[src/rtl/jelly_cpu_memenc_split_if.sv]
// Request/beat bundle between the CPU memory stage, the store encoder and the data bus master.
// The bench/CPU side uses the master modport; the encoder uses the slave modport.
interface jelly_cpu_memenc_split_if #(
  parameter int DATA_WIDTH = 32,
  parameter int ADDR_WIDTH = 32
);
  localparam int SEL_WIDTH = DATA_WIDTH / 8;

  logic [ADDR_WIDTH-1:0] s_addr;
  logic [DATA_WIDTH-1:0] s_wdata;
  logic [1:0]            s_size;
  logic                  s_valid;
  logic                  s_ready;

  logic [ADDR_WIDTH-1:0] m_addr;
  logic [SEL_WIDTH-1:0]  m_sel;
  logic [DATA_WIDTH-1:0] m_wdata;
  logic                  m_last;
  logic                  m_misalign;
  logic                  m_valid;
  logic                  m_ready;

  modport master (
    output s_addr, s_wdata, s_size, s_valid, m_ready,
    input  s_ready, m_addr, m_sel, m_wdata, m_last, m_misalign, m_valid
  );

  modport slave (
    input  s_addr, s_wdata, s_size, s_valid, m_ready,
    output s_ready, m_addr, m_sel, m_wdata, m_last, m_misalign, m_valid
  );
endinterface

[src/rtl/jelly_cpu_memenc_split.sv]
// Store-side memory access encoder: positions store data onto bus lanes, splitting boundary-crossing
// accesses into two beats when JELLY_MEMENC_SPLIT_EN is defined (otherwise flags them with m_misalign).
module jelly_cpu_memenc_split #(
  parameter int DATA_WIDTH = 32,
  parameter int ADDR_WIDTH = 32,
  parameter int SEL_WIDTH  = DATA_WIDTH / 8
) (
  input  logic clk,
  input  logic reset_n,
  input  logic endian,
  jelly_cpu_memenc_split_if.slave bus
);
  localparam int OFS_W = $clog2(SEL_WIDTH);

  function automatic int eff_bytes(input logic [1:0] size);
    if (DATA_WIDTH == 32 && size == 2'd3) return 4;
    return 1 << size;
  endfunction

  // Lane mask over a double-width window; upper half belongs to the second beat.
  function automatic logic [2*SEL_WIDTH-1:0] enc_sel(input int ofs, input int nb);
    logic [2*SEL_WIDTH-1:0] sel;
    sel = '0;
    for (int k = 0; k < SEL_WIDTH; k++)
      if (k < nb) sel[ofs+k] = 1'b1;
    return sel;
  endfunction

  function automatic logic [DATA_WIDTH-1:0] enc_data(input logic [DATA_WIDTH-1:0] wd, input int ofs,
                                                     input int nb, input logic be, input logic beat);
    logic [DATA_WIDTH-1:0] d;
    int lane;
    d = '0;
    for (int k = 0; k < SEL_WIDTH; k++) begin
      if (k < nb) begin
        lane = be ? (ofs + nb - 1 - k) : (ofs + k);
        if ((lane >= SEL_WIDTH) == beat)
          d[8*(lane % SEL_WIDTH) +: 8] = wd[8*k +: 8];
      end
    end
    return d;
  endfunction

  int                     ofs_p0;
  int                     nb_p0;
  logic [2*SEL_WIDTH-1:0] sel2_p0;
  logic                   cross_p0;
  logic [ADDR_WIDTH-1:0]  addr0_p0;
  logic [SEL_WIDTH-1:0]   sel0_p0;
  logic [DATA_WIDTH-1:0]  wdata0_p0;

  logic [ADDR_WIDTH-1:0]  addr_p1;
  logic [SEL_WIDTH-1:0]   sel_p1;
  logic [DATA_WIDTH-1:0]  wdata_p1;
  logic                   last_p1;
  logic                   vld_p1;

  logic                   drain_ok;
  logic                   ready;
  logic                   load_req;

  // p0: combinational encode of the incoming request
  always_comb begin
    ofs_p0    = int'(bus.s_addr[OFS_W-1:0]);
    nb_p0     = eff_bytes(bus.s_size);
    sel2_p0   = enc_sel(ofs_p0, nb_p0);
    cross_p0  = |sel2_p0[2*SEL_WIDTH-1:SEL_WIDTH];
    addr0_p0  = {bus.s_addr[ADDR_WIDTH-1:OFS_W], {OFS_W{1'b0}}};
    sel0_p0   = sel2_p0[SEL_WIDTH-1:0];
    wdata0_p0 = enc_data(bus.s_wdata, ofs_p0, nb_p0, endian, 1'b0);
  end

  assign drain_ok    = !vld_p1 || bus.m_ready;
  assign bus.s_ready = ready;

`ifdef JELLY_MEMENC_SPLIT_EN
  typedef enum logic {ST_IDLE, ST_SECOND} state_t;

  state_t                state;
  state_t                state_nx;
  logic                  load_hold;
  logic [ADDR_WIDTH-1:0] addr1_p0;
  logic [SEL_WIDTH-1:0]  sel1_p0;
  logic [DATA_WIDTH-1:0] wdata1_p0;
  logic [ADDR_WIDTH-1:0] addr_h;
  logic [SEL_WIDTH-1:0]  sel_h;
  logic [DATA_WIDTH-1:0] wdata_h;

  always_comb begin
    addr1_p0  = addr0_p0 + ADDR_WIDTH'(SEL_WIDTH);
    sel1_p0   = sel2_p0[2*SEL_WIDTH-1:SEL_WIDTH];
    wdata1_p0 = enc_data(bus.s_wdata, ofs_p0, nb_p0, endian, 1'b1);
  end

  always_ff @(posedge clk or negedge reset_n) begin
    if (!reset_n) state <= ST_IDLE;
    else          state <= state_nx;
  end

  always_comb begin
    state_nx  = state;
    ready     = 1'b0;
    load_req  = 1'b0;
    load_hold = 1'b0;
    case (state)
      ST_IDLE: begin
        ready = drain_ok;
        if (bus.s_valid && drain_ok) begin
          load_req = 1'b1;
          if (cross_p0) state_nx = ST_SECOND;
        end
      end
      ST_SECOND: begin
        if (drain_ok) begin
          load_hold = 1'b1;
          state_nx  = ST_IDLE;
        end
      end
      default: state_nx = ST_IDLE;
    endcase
  end

  // hold: second beat of a crossing request, validity tracked by the FSM
  always_ff @(posedge clk) begin
    if (load_req && cross_p0) begin
      addr_h  <= addr1_p0;
      sel_h   <= sel1_p0;
      wdata_h <= wdata1_p0;
    end
  end

  assign bus.m_misalign = 1'b0;
`else
  logic misalign_p1;

  assign ready          = drain_ok;
  assign load_req       = bus.s_valid && drain_ok;
  assign bus.m_misalign = misalign_p1;
`endif

  // p1: output beat register
  always_ff @(posedge clk or negedge reset_n) begin
    if (!reset_n) begin
      addr_p1     <= '0;
      sel_p1      <= '0;
      wdata_p1    <= '0;
      last_p1     <= 1'b0;
      vld_p1      <= 1'b0;
`ifndef JELLY_MEMENC_SPLIT_EN
      misalign_p1 <= 1'b0;
`endif
    end else if (load_req) begin
      addr_p1  <= addr0_p0;
      sel_p1   <= sel0_p0;
      wdata_p1 <= wdata0_p0;
      vld_p1   <= 1'b1;
`ifdef JELLY_MEMENC_SPLIT_EN
      last_p1  <= !cross_p0;
`else
      last_p1     <= 1'b1;
      misalign_p1 <= cross_p0;
`endif
    end
`ifdef JELLY_MEMENC_SPLIT_EN
    else if (load_hold) begin
      addr_p1  <= addr_h;
      sel_p1   <= sel_h;
      wdata_p1 <= wdata_h;
      last_p1  <= 1'b1;
      vld_p1   <= 1'b1;
    end
`endif
    else if (vld_p1 && bus.m_ready) begin
      vld_p1 <= 1'b0;
    end
  end

  assign bus.m_addr  = addr_p1;
  assign bus.m_sel   = sel_p1;
  assign bus.m_wdata = wdata_p1;
  assign bus.m_last  = last_p1;
  assign bus.m_valid = vld_p1;
endmodule

[src/flat_wrapper.sv]
// flat-port wrapper written by rule: the top's interface ports become plain ports
module jelly_cpu_memenc_split_flat 
#(
  parameter int DATA_WIDTH = 32,
  parameter int ADDR_WIDTH = 32,
  parameter int SEL_WIDTH  = DATA_WIDTH / 8
)
  (clk, reset_n, endian, bus_s_addr, bus_s_wdata, bus_s_size, bus_s_valid, bus_m_ready, bus_s_ready, bus_m_addr, bus_m_sel, bus_m_wdata, bus_m_last, bus_m_misalign, bus_m_valid);
  jelly_cpu_memenc_split_if #(.DATA_WIDTH(DATA_WIDTH), .ADDR_WIDTH(ADDR_WIDTH)) bus_i ();
  input  logic clk;
  input  logic reset_n;
  input  logic endian;
  input wire logic [$bits(bus_i.s_addr)-1:0] bus_s_addr;
  input wire logic [$bits(bus_i.s_wdata)-1:0] bus_s_wdata;
  input wire logic [$bits(bus_i.s_size)-1:0] bus_s_size;
  input wire logic [$bits(bus_i.s_valid)-1:0] bus_s_valid;
  input wire logic [$bits(bus_i.m_ready)-1:0] bus_m_ready;
  output wire logic [$bits(bus_i.s_ready)-1:0] bus_s_ready;
  output wire logic [$bits(bus_i.m_addr)-1:0] bus_m_addr;
  output wire logic [$bits(bus_i.m_sel)-1:0] bus_m_sel;
  output wire logic [$bits(bus_i.m_wdata)-1:0] bus_m_wdata;
  output wire logic [$bits(bus_i.m_last)-1:0] bus_m_last;
  output wire logic [$bits(bus_i.m_misalign)-1:0] bus_m_misalign;
  output wire logic [$bits(bus_i.m_valid)-1:0] bus_m_valid;
  assign bus_i.s_addr = bus_s_addr;
  assign bus_i.s_wdata = bus_s_wdata;
  assign bus_i.s_size = bus_s_size;
  assign bus_i.s_valid = bus_s_valid;
  assign bus_i.m_ready = bus_m_ready;
  assign bus_s_ready = bus_i.s_ready;
  assign bus_m_addr = bus_i.m_addr;
  assign bus_m_sel = bus_i.m_sel;
  assign bus_m_wdata = bus_i.m_wdata;
  assign bus_m_last = bus_i.m_last;
  assign bus_m_misalign = bus_i.m_misalign;
  assign bus_m_valid = bus_i.m_valid;
  jelly_cpu_memenc_split #(.DATA_WIDTH(DATA_WIDTH), .ADDR_WIDTH(ADDR_WIDTH), .SEL_WIDTH(SEL_WIDTH)) u_core (.clk(clk), .reset_n(reset_n), .endian(endian), .bus(bus_i));
endmodule
[config.mk]
export PLATFORM = sky130hd
export DESIGN_NAME = jelly_cpu_memenc_split_flat
export DESIGN_NICKNAME = d
export VERILOG_FILES = /design/src/rtl/jelly_cpu_memenc_split_if.sv /design/src/rtl/jelly_cpu_memenc_split.sv /design/src/flat_wrapper.sv
export SDC_FILE = /design/constraint.sdc
export NUM_CORES = 1
export LEC_CHECK = 0
export BUFFER_PORTS_ARGS = -buffer_cell sky130_fd_sc_hd__buf_4
export CAP_MARGIN = 20
export CORE_MARGIN = 3
export CORE_UTILIZATION = 40
export DETAILED_ROUTE_END_ITERATION = 6
export PLACE_DENSITY_LB_ADDON = 0.25
export SKIP_CTS_REPAIR_TIMING = 1
export SKIP_LAST_GASP = 1
export SYNTH_ARGS = -nofsm -noshare
export SYNTH_HDL_FRONTEND = slang
export SYNTH_SLANG_ARGS = --single-unit
[constraint.sdc]
create_clock -name clk -period 2.1 [get_ports clk]
set_input_delay 0.21 -clock clk [delete_from_list [all_inputs] [get_ports clk]]
set_output_delay 0.21 -clock clk [all_outputs]
set_load 0.01 [all_outputs]
==> results of run 1 <==
## per-layer routing
| layer | global-route usage, % | routed length, µm | up-vias | part of all wire [%] |
|---|---|---|---|---|
| met1 | 35.5 | 7660 | 2546 | 44 |
| met3 | 5.60 | 1690 | 30 | 9.7 |
| li1 | - | - | 2561 | - |
| met4 | 8.12 | 322 | 0 | 1.8 |
| met2 | 39.5 | 7860 | 259 | 45 |
| met5 | 0 | 0 | - | 0 |
## flip-flops by register name, summed over array words and instances, names as in the netlist
name                   flops
u_core.bus.m_addr         30
u_core.bus.m_valid         1
u_core.bus.m_misalign      1
u_core.bus.m_wdata        32
u_core.bus.m_sel           4
u_core.bus.m_last          1
## path summary, 6_finish.rpt
| path | endpoint | slack [ps] | cells past startpoint |
|---|---|---|---|
| worst max-delay path | u_core.bus.m_wdata[26] | -1400 | 21 |
| worst min-delay path | u_core.bus.m_addr[3] | 3 | 1 |
| worst max register to register | u_core.bus.m_wdata[4] | 470 | 4 |
| worst min register to register | u_core.bus.m_last | 470 | 1 |
| max in group asynchronous | u_core.bus.m_addr[24] | 1540 | 1 |
| min in group clk | u_core.bus.m_addr[10] | 60 | 3 |
## report_power, final
| group | internal, µW | total [µW] | switching (µW) |
|---|---|---|---|
| Sequential | 1490 | 1590 | 93.7 |
| Clock | 924 | 1560 | 636 |
| Combinational | 1050 | 2200 | 1150 |
## kinds of logic after synthesis
kind of cell,after synthesis,share of synthesized area (%)
compound gates,139,22.3
flops,69,35.4
simple gates,273,27.9
other cells,1,0.0769
fa+ha+maj,34,9.03
buf+inv,59,5.21
xor+xnor,1,0.180
## per-stage QoR
step	setup WS, ps	total power (µW)	utilization, %	instances	hold slack [ps]
floorplan	-1950	2610	-	577	-85.6
global route	-1560	5640	65.3	967	64.4
finish	-1400	5350	65.3	967	3.40
CTS	-1590	5200	62.4	957	31.4
detailed placement	-1940	3640	59.8	941	383
global placement	-1760	3600	59.8	941	373
## final cells by class
cell class / instances / area [µm²] / share of cell area (%)
inverter: 28 / 118 / 1.54
sequential: 69 / 1730 / 22.7
clock buffer: 9 / 225 / 2.96
multi-input combinational: 449 / 3270 / 43.0
clock inverter: 7 / 73.8 / 0.969
timing repair buffer: 262 / 2020 / 26.6
tap: 143 / 179 / 2.35
## synthesized netlist by cell type, types with 14 or more instances
master      n  area share (%)
ha_1       32             8.2
clkbuf_1   15             1.2
nor2_1     23             1.8
a31oi_1    15             1.9
dfrtp_1    69              35
nand2b_1   15             1.9
nor3_1     18             1.8
a221oi_1   16             2.9
inv_1      27             2.1
a22oi_1    14             2.2
a21oi_1    21             2.2
nand3_1    16             1.6
nand2_1   142              11
nor2b_1    14             1.8
## critical path, cell delays in order
cell and delay (ps):
buf_12 110, nor2_4 110, inv_2 60, ha_4 150
inv_2 50, ha_4 130, inv_2 40, fa_2 570
inv_4 60, ha_4 150, and2_4 140, a41oi_4 210
nand2b_4 170, inv_2 50, ha_4 160, nor4_4 330
nand4_4 110, or4b_4 500, o211ai_1 180, a21oi_1 80
o31ai_2 200
==> flow_metrics.env, run 1 <==
export IMPL_status="finished, violations left"
export IMPL_violations="negative setup slack"
export IMPL_wirelength_mm=17.5
export IMPL_h_tree_depth=3
export IMPL_wl_per_cell_um=18.1
export IMPL_synth_edf_count=0
export IMPL_crit_path_start_kind="input pin"
export IMPL_first_global_vias=5228
export IMPL_synthArstFlopShare_pct=100
export IMPL_place_port_buffers=140
export IMPL_detail_route_antenna_nets=0
export IMPL_grt_max_degree=70
export IMPL_hold_viol_final=0
export IMPL_synth_seq_cells=69
export IMPL_chipHeight_um=116
export IMPL_grt_ovfl_total=0
export IMPL_cts_buffers=9
export IMPL_period_share_pct=167
export IMPL_finalInstanceArea_mm2=0.00762
export IMPL_die_area_mm2=0.0136
export IMPL_max_freq_mhz=286
export IMPL_cts_root_buffer="clkbuf_16"
export IMPL_nets=924
export IMPL_pwr_density_cell_mw_per_mm2=702
export IMPL_grt_total_usage_pct=25.5
export IMPL_viasPerCell=5.58
export IMPL_r2r_start="u_core.bus.m_valid"
export IMPL_coreArea_mm2=0.0117
export IMPL_tightest_slew_ps=871
export IMPL_gp_congestion=0.981
export IMPL_synthCells=576
export IMPL_drtIter0Drc=496
export IMPL_area_delta_synth_final_pct=56.1
export IMPL_clockBufferDepth=2
export IMPL_antenna_found_initial=0
export IMPL_min_period_ps=3500
export IMPL_worst_setup_path_type="input pin to flop"
export IMPL_setup_tns_ps=-39100
export IMPL_grt_first_pass_wirelength_mm=26.8
export IMPL_leakage_uw=0.00359
export IMPL_cts_tree="done"
export IMPL_final_layout_size_suffix_gt1_share_pct=44.7
export IMPL_synth_ff_type="dfrtp_1"
export IMPL_cts_sinks=69
export IMPL_drc=0
export IMPL_endpoint_kind="flop"
export IMPL_critPathLaunch="bus_s_size[1]"
export IMPL_hold_path_class="input pin to asynchronous set/reset pin"
export IMPL_die_w_um=116
export IMPL_num_vias=5396
export IMPL_start_util_pct=41.8
export IMPL_slew_violations=0
export IMPL_cp_arrival_ps=3750
export IMPL_yosysWarningCount=0
export IMPL_rows=39
export IMPL_relSlewSlack_pct=41.9
export IMPL_final_common_cell="buf_4"
export IMPL_required_ps=2350
export IMPL_worst_clock_skew_ps=8.66
export IMPL_peakVddDrop_mv=0.336
export IMPL_synth_avg_cell_area_um2=8.47
export IMPL_clk_insertion_delay_late_ps=340
export IMPL_syn_area_mm2=0.00488
export IMPL_final_cell_mix="254 x buf_4, 139 x nand2_1, 69 x dfrtp_1"
export IMPL_place_area_mm2=0.00697
export IMPL_io_pins=143
export IMPL_fin_ws_ps=-1400
export IMPL_firstDrtPassIters=5
export IMPL_place_hpwl_mm=13.8
export IMPL_n_antenna_cell=0
export IMPL_worstPathMaxFanout=5
export IMPL_yosysSeqAreaShare_pct=35.4
export IMPL_rsz0062_at_grt="true"
export IMPL_cap_violations=0
export IMPL_setup_viol=32
export IMPL_clkTransAtPathRegs_ps=60
export IMPL_yosysUniqueCellTypes=72
export IMPL_fillers=965
Note: power is estimated with default switching activity, not from simulation.
==> inputs of run 2 (changes only) <==
--- a/config.mk
+++ b/config.mk
@@ -7,8 +7,10 @@
 export LEC_CHECK = 0
 export BUFFER_PORTS_ARGS = -buffer_cell sky130_fd_sc_hd__buf_4
 export CAP_MARGIN = 20
+export CELL_PAD_IN_SITES_DETAIL_PLACEMENT = 0
+export CELL_PAD_IN_SITES_GLOBAL_PLACEMENT = 1
 export CORE_MARGIN = 3
-export CORE_UTILIZATION = 40
+export CORE_UTILIZATION = 39
 export DETAILED_ROUTE_END_ITERATION = 6
 export PLACE_DENSITY_LB_ADDON = 0.25
 export SKIP_CTS_REPAIR_TIMING = 1
==> flow_metrics.env, run 2 (synthesized netlist as in run 1, its figures left out) <==
export IMPL_worst_clock_skew_ps=11.8
export IMPL_period_share_pct=166
export IMPL_layoutNonFillerInstCount=997
export IMPL_io_pins=143
export IMPL_switching_share_pct=34.8
export IMPL_crit_family="adder cells"
export IMPL_clkPwrFrac_pct=28.7
export IMPL_chipHeight_um=118
export IMPL_viasPerCell=5.38
export IMPL_cp_arrival_ps=3710
export IMPL_clockBufferDepth=2
export IMPL_gp_congestion=0.930
export IMPL_grt_total_usage_pct=24.5
export IMPL_grt_first_pass_wirelength_mm=27.7
export IMPL_whs_ps=-10.1
export IMPL_clkTransAtPathRegs_ps=60
export IMPL_fillers=1031
export IMPL_critPathMostFrequentCell="ha_4"
export IMPL_min_period_ps=3490
export IMPL_wl_per_cell_um=17.9
export IMPL_leakage_uw=0.00367
export IMPL_coreArea_mm2=0.0121
export IMPL_hold_viol_final=4
export IMPL_drc=0
export IMPL_required_ps=2320
export IMPL_crit_chain="buf_12 -> nor2_4 -> inv_2 -> ha_4 -> inv_2 -> ha_4 -> inv_2 -> fa_2 -> inv_4 -> ha_4 -> and2_4 -> a41oi_4 -> nand2b_4 -> inv_4 -> ha_4 -> nor4_4 -> nand4_4 -> buf_4 -> buf_6 -> nor3_2 -> buf_4 -> a221oi_1 -> a211oi_1"
export IMPL_first_global_vias=5281
export IMPL_slew_violations=0
export IMPL_worstPathMaxFanout=7
export IMPL_clk_insertion_delay_late_ps=330
export IMPL_cts_root_buffer="clkbuf_16"
export IMPL_p_sw_uw=1900
export IMPL_final_common_cell="buf_4"
export IMPL_fin_ws_ps=-1390
export IMPL_setup_viol=32
export IMPL_die_area_mm2=0.0139
export IMPL_final_layout_size_suffix_gt1_share_pct=46.2
export IMPL_use_met2_pct=38.2
export IMPL_rows=40
export IMPL_n_antenna_cell=0
export IMPL_cts_buffers=9
export IMPL_die_w_um=118
export IMPL_place_port_buffers=140
export IMPL_dp_cells=967
export IMPL_firstDrtPassIters=5
export IMPL_num_vias=5359
export IMPL_pwr_density_cell_mw_per_mm2=697
export IMPL_endpoint_kind="flop"
export IMPL_start_util_pct=40.3
export IMPL_peakVddDrop_mv=0.366
export IMPL_tightest_slew_ps=894
export IMPL_crit_path_start_kind="input pin"
export IMPL_wirelength_mm=17.9
export IMPL_h_tree_depth=3
export IMPL_intPower_uw=3560
export IMPL_max_freq_mhz=286
export IMPL_antenna_found_initial=0
export IMPL_final_cell_mix="254 x buf_4, 136 x nand2_1, 69 x dfrtp_1"
export IMPL_cts_sinks=69
export IMPL_place_hpwl_mm=13.6
export IMPL_status="finished, violations left"
export IMPL_drtIter0Drc=442
export IMPL_rsz0062_at_grt="true"
export IMPL_use_met1_pct=34.1
export IMPL_cts_tree="done"
export IMPL_combPwrFrac_pct=42.3
export IMPL_grt_busiest_layer="met2"
export IMPL_area_delta_synth_final_pct=60.7
export IMPL_violations="negative hold slack, negative setup slack"
export IMPL_relSlewSlack_pct=40.4
export IMPL_cap_violations=0
export IMPL_p_total_uw=5460
export IMPL_power_frac_seq_pct=29.1
export IMPL_largest_reg_flops=32
export IMPL_worst_setup_path_type="input pin to flop"
export IMPL_max_stage_delay_ps=570
export IMPL_critPathBufInv=9
export IMPL_nets=929
export IMPL_crit_slowest_cell="fa_2"
export IMPL_grt_max_degree=70
export IMPL_detail_route_antenna_nets=0
export IMPL_met3_usage_pct=5.81
export IMPL_hold_path_class="input pin to asynchronous set/reset pin"
export IMPL_grt_ovfl_total=0
==> run 2: cell types whose count changed in the layout (fill, tap and decap cells not counted), moves of 3 or more <==
cell	before	now
a21oi_2	3	6
a21oi_1	20	17
nand2_1	139	136
buf_12	3	6
a221oi_1	14	11
==> run 2: per-stage QoR <==
stage	utilization, %	setup slack (ps)	cell area [µm²]	setup TNS [ps]
5_1_grt	64.7	-1570	7840	-45920
2_1_floorplan	-	-1950	5050	-50890
3_5_place_dp	58.0	-1810	7030	-54150
4_1_cts	60.6	-1480	7330	-43480
3_3_place_gp	58.0	-1740	7030	-52240
6_report	64.7	-1390	7840	-40790
==> run 2: layer usage <==
layer	vias to the layer above	wire length, µm
met3	24	1220
met4	0	254
met2	225	8030
met5	-	0
met1	2540	8370
li1	2570	-
==> run 2: power by group through the flow <==
stage	Combinational, µW	Clock (µW)	Sequential [µW]
after floorplan	926	0	1680
after global placement	2020	0	1610
after detailed placement	2040	0	1610
after CTS	2060	1590	1590
after global routing	2490	1660	1610
final	2310	1570	1590
==> run 2: final cells by class <==
class | instances | area (µm²) | share of cell area [%]
Sequential cell | 69 | 1730 | 22.0
Clock inverter | 6 | 70.1 | 0.894
Multi-Input combinational cell | 449 | 3350 | 42.8
Clock buffer | 10 | 239 | 3.05
Tap cell | 168 | 210 | 2.68
Inverter | 28 | 120 | 1.53
Timing Repair Buffer | 267 | 2120 | 27.0
==> run 2: path summary, 6_finish.rpt <==
path | from | to | slack [ps] | cells past startpoint
max reg2reg | u_core.bus.m_valid | u_core.bus.m_wdata[17] | 440 | 6
max in group asynchronous | reset_n | u_core.bus.m_addr[31] | 1510 | 1
min reg2reg | u_core.bus.m_last | u_core.bus.m_last | 470 | 1
max | bus_s_size[1] | u_core.bus.m_wdata[18] | -1390 | 23
min | reset_n | u_core.bus.m_addr[5] | -10 | 1
min in group clk | bus_s_addr[2] | u_core.bus.m_addr[2] | 70 | 3
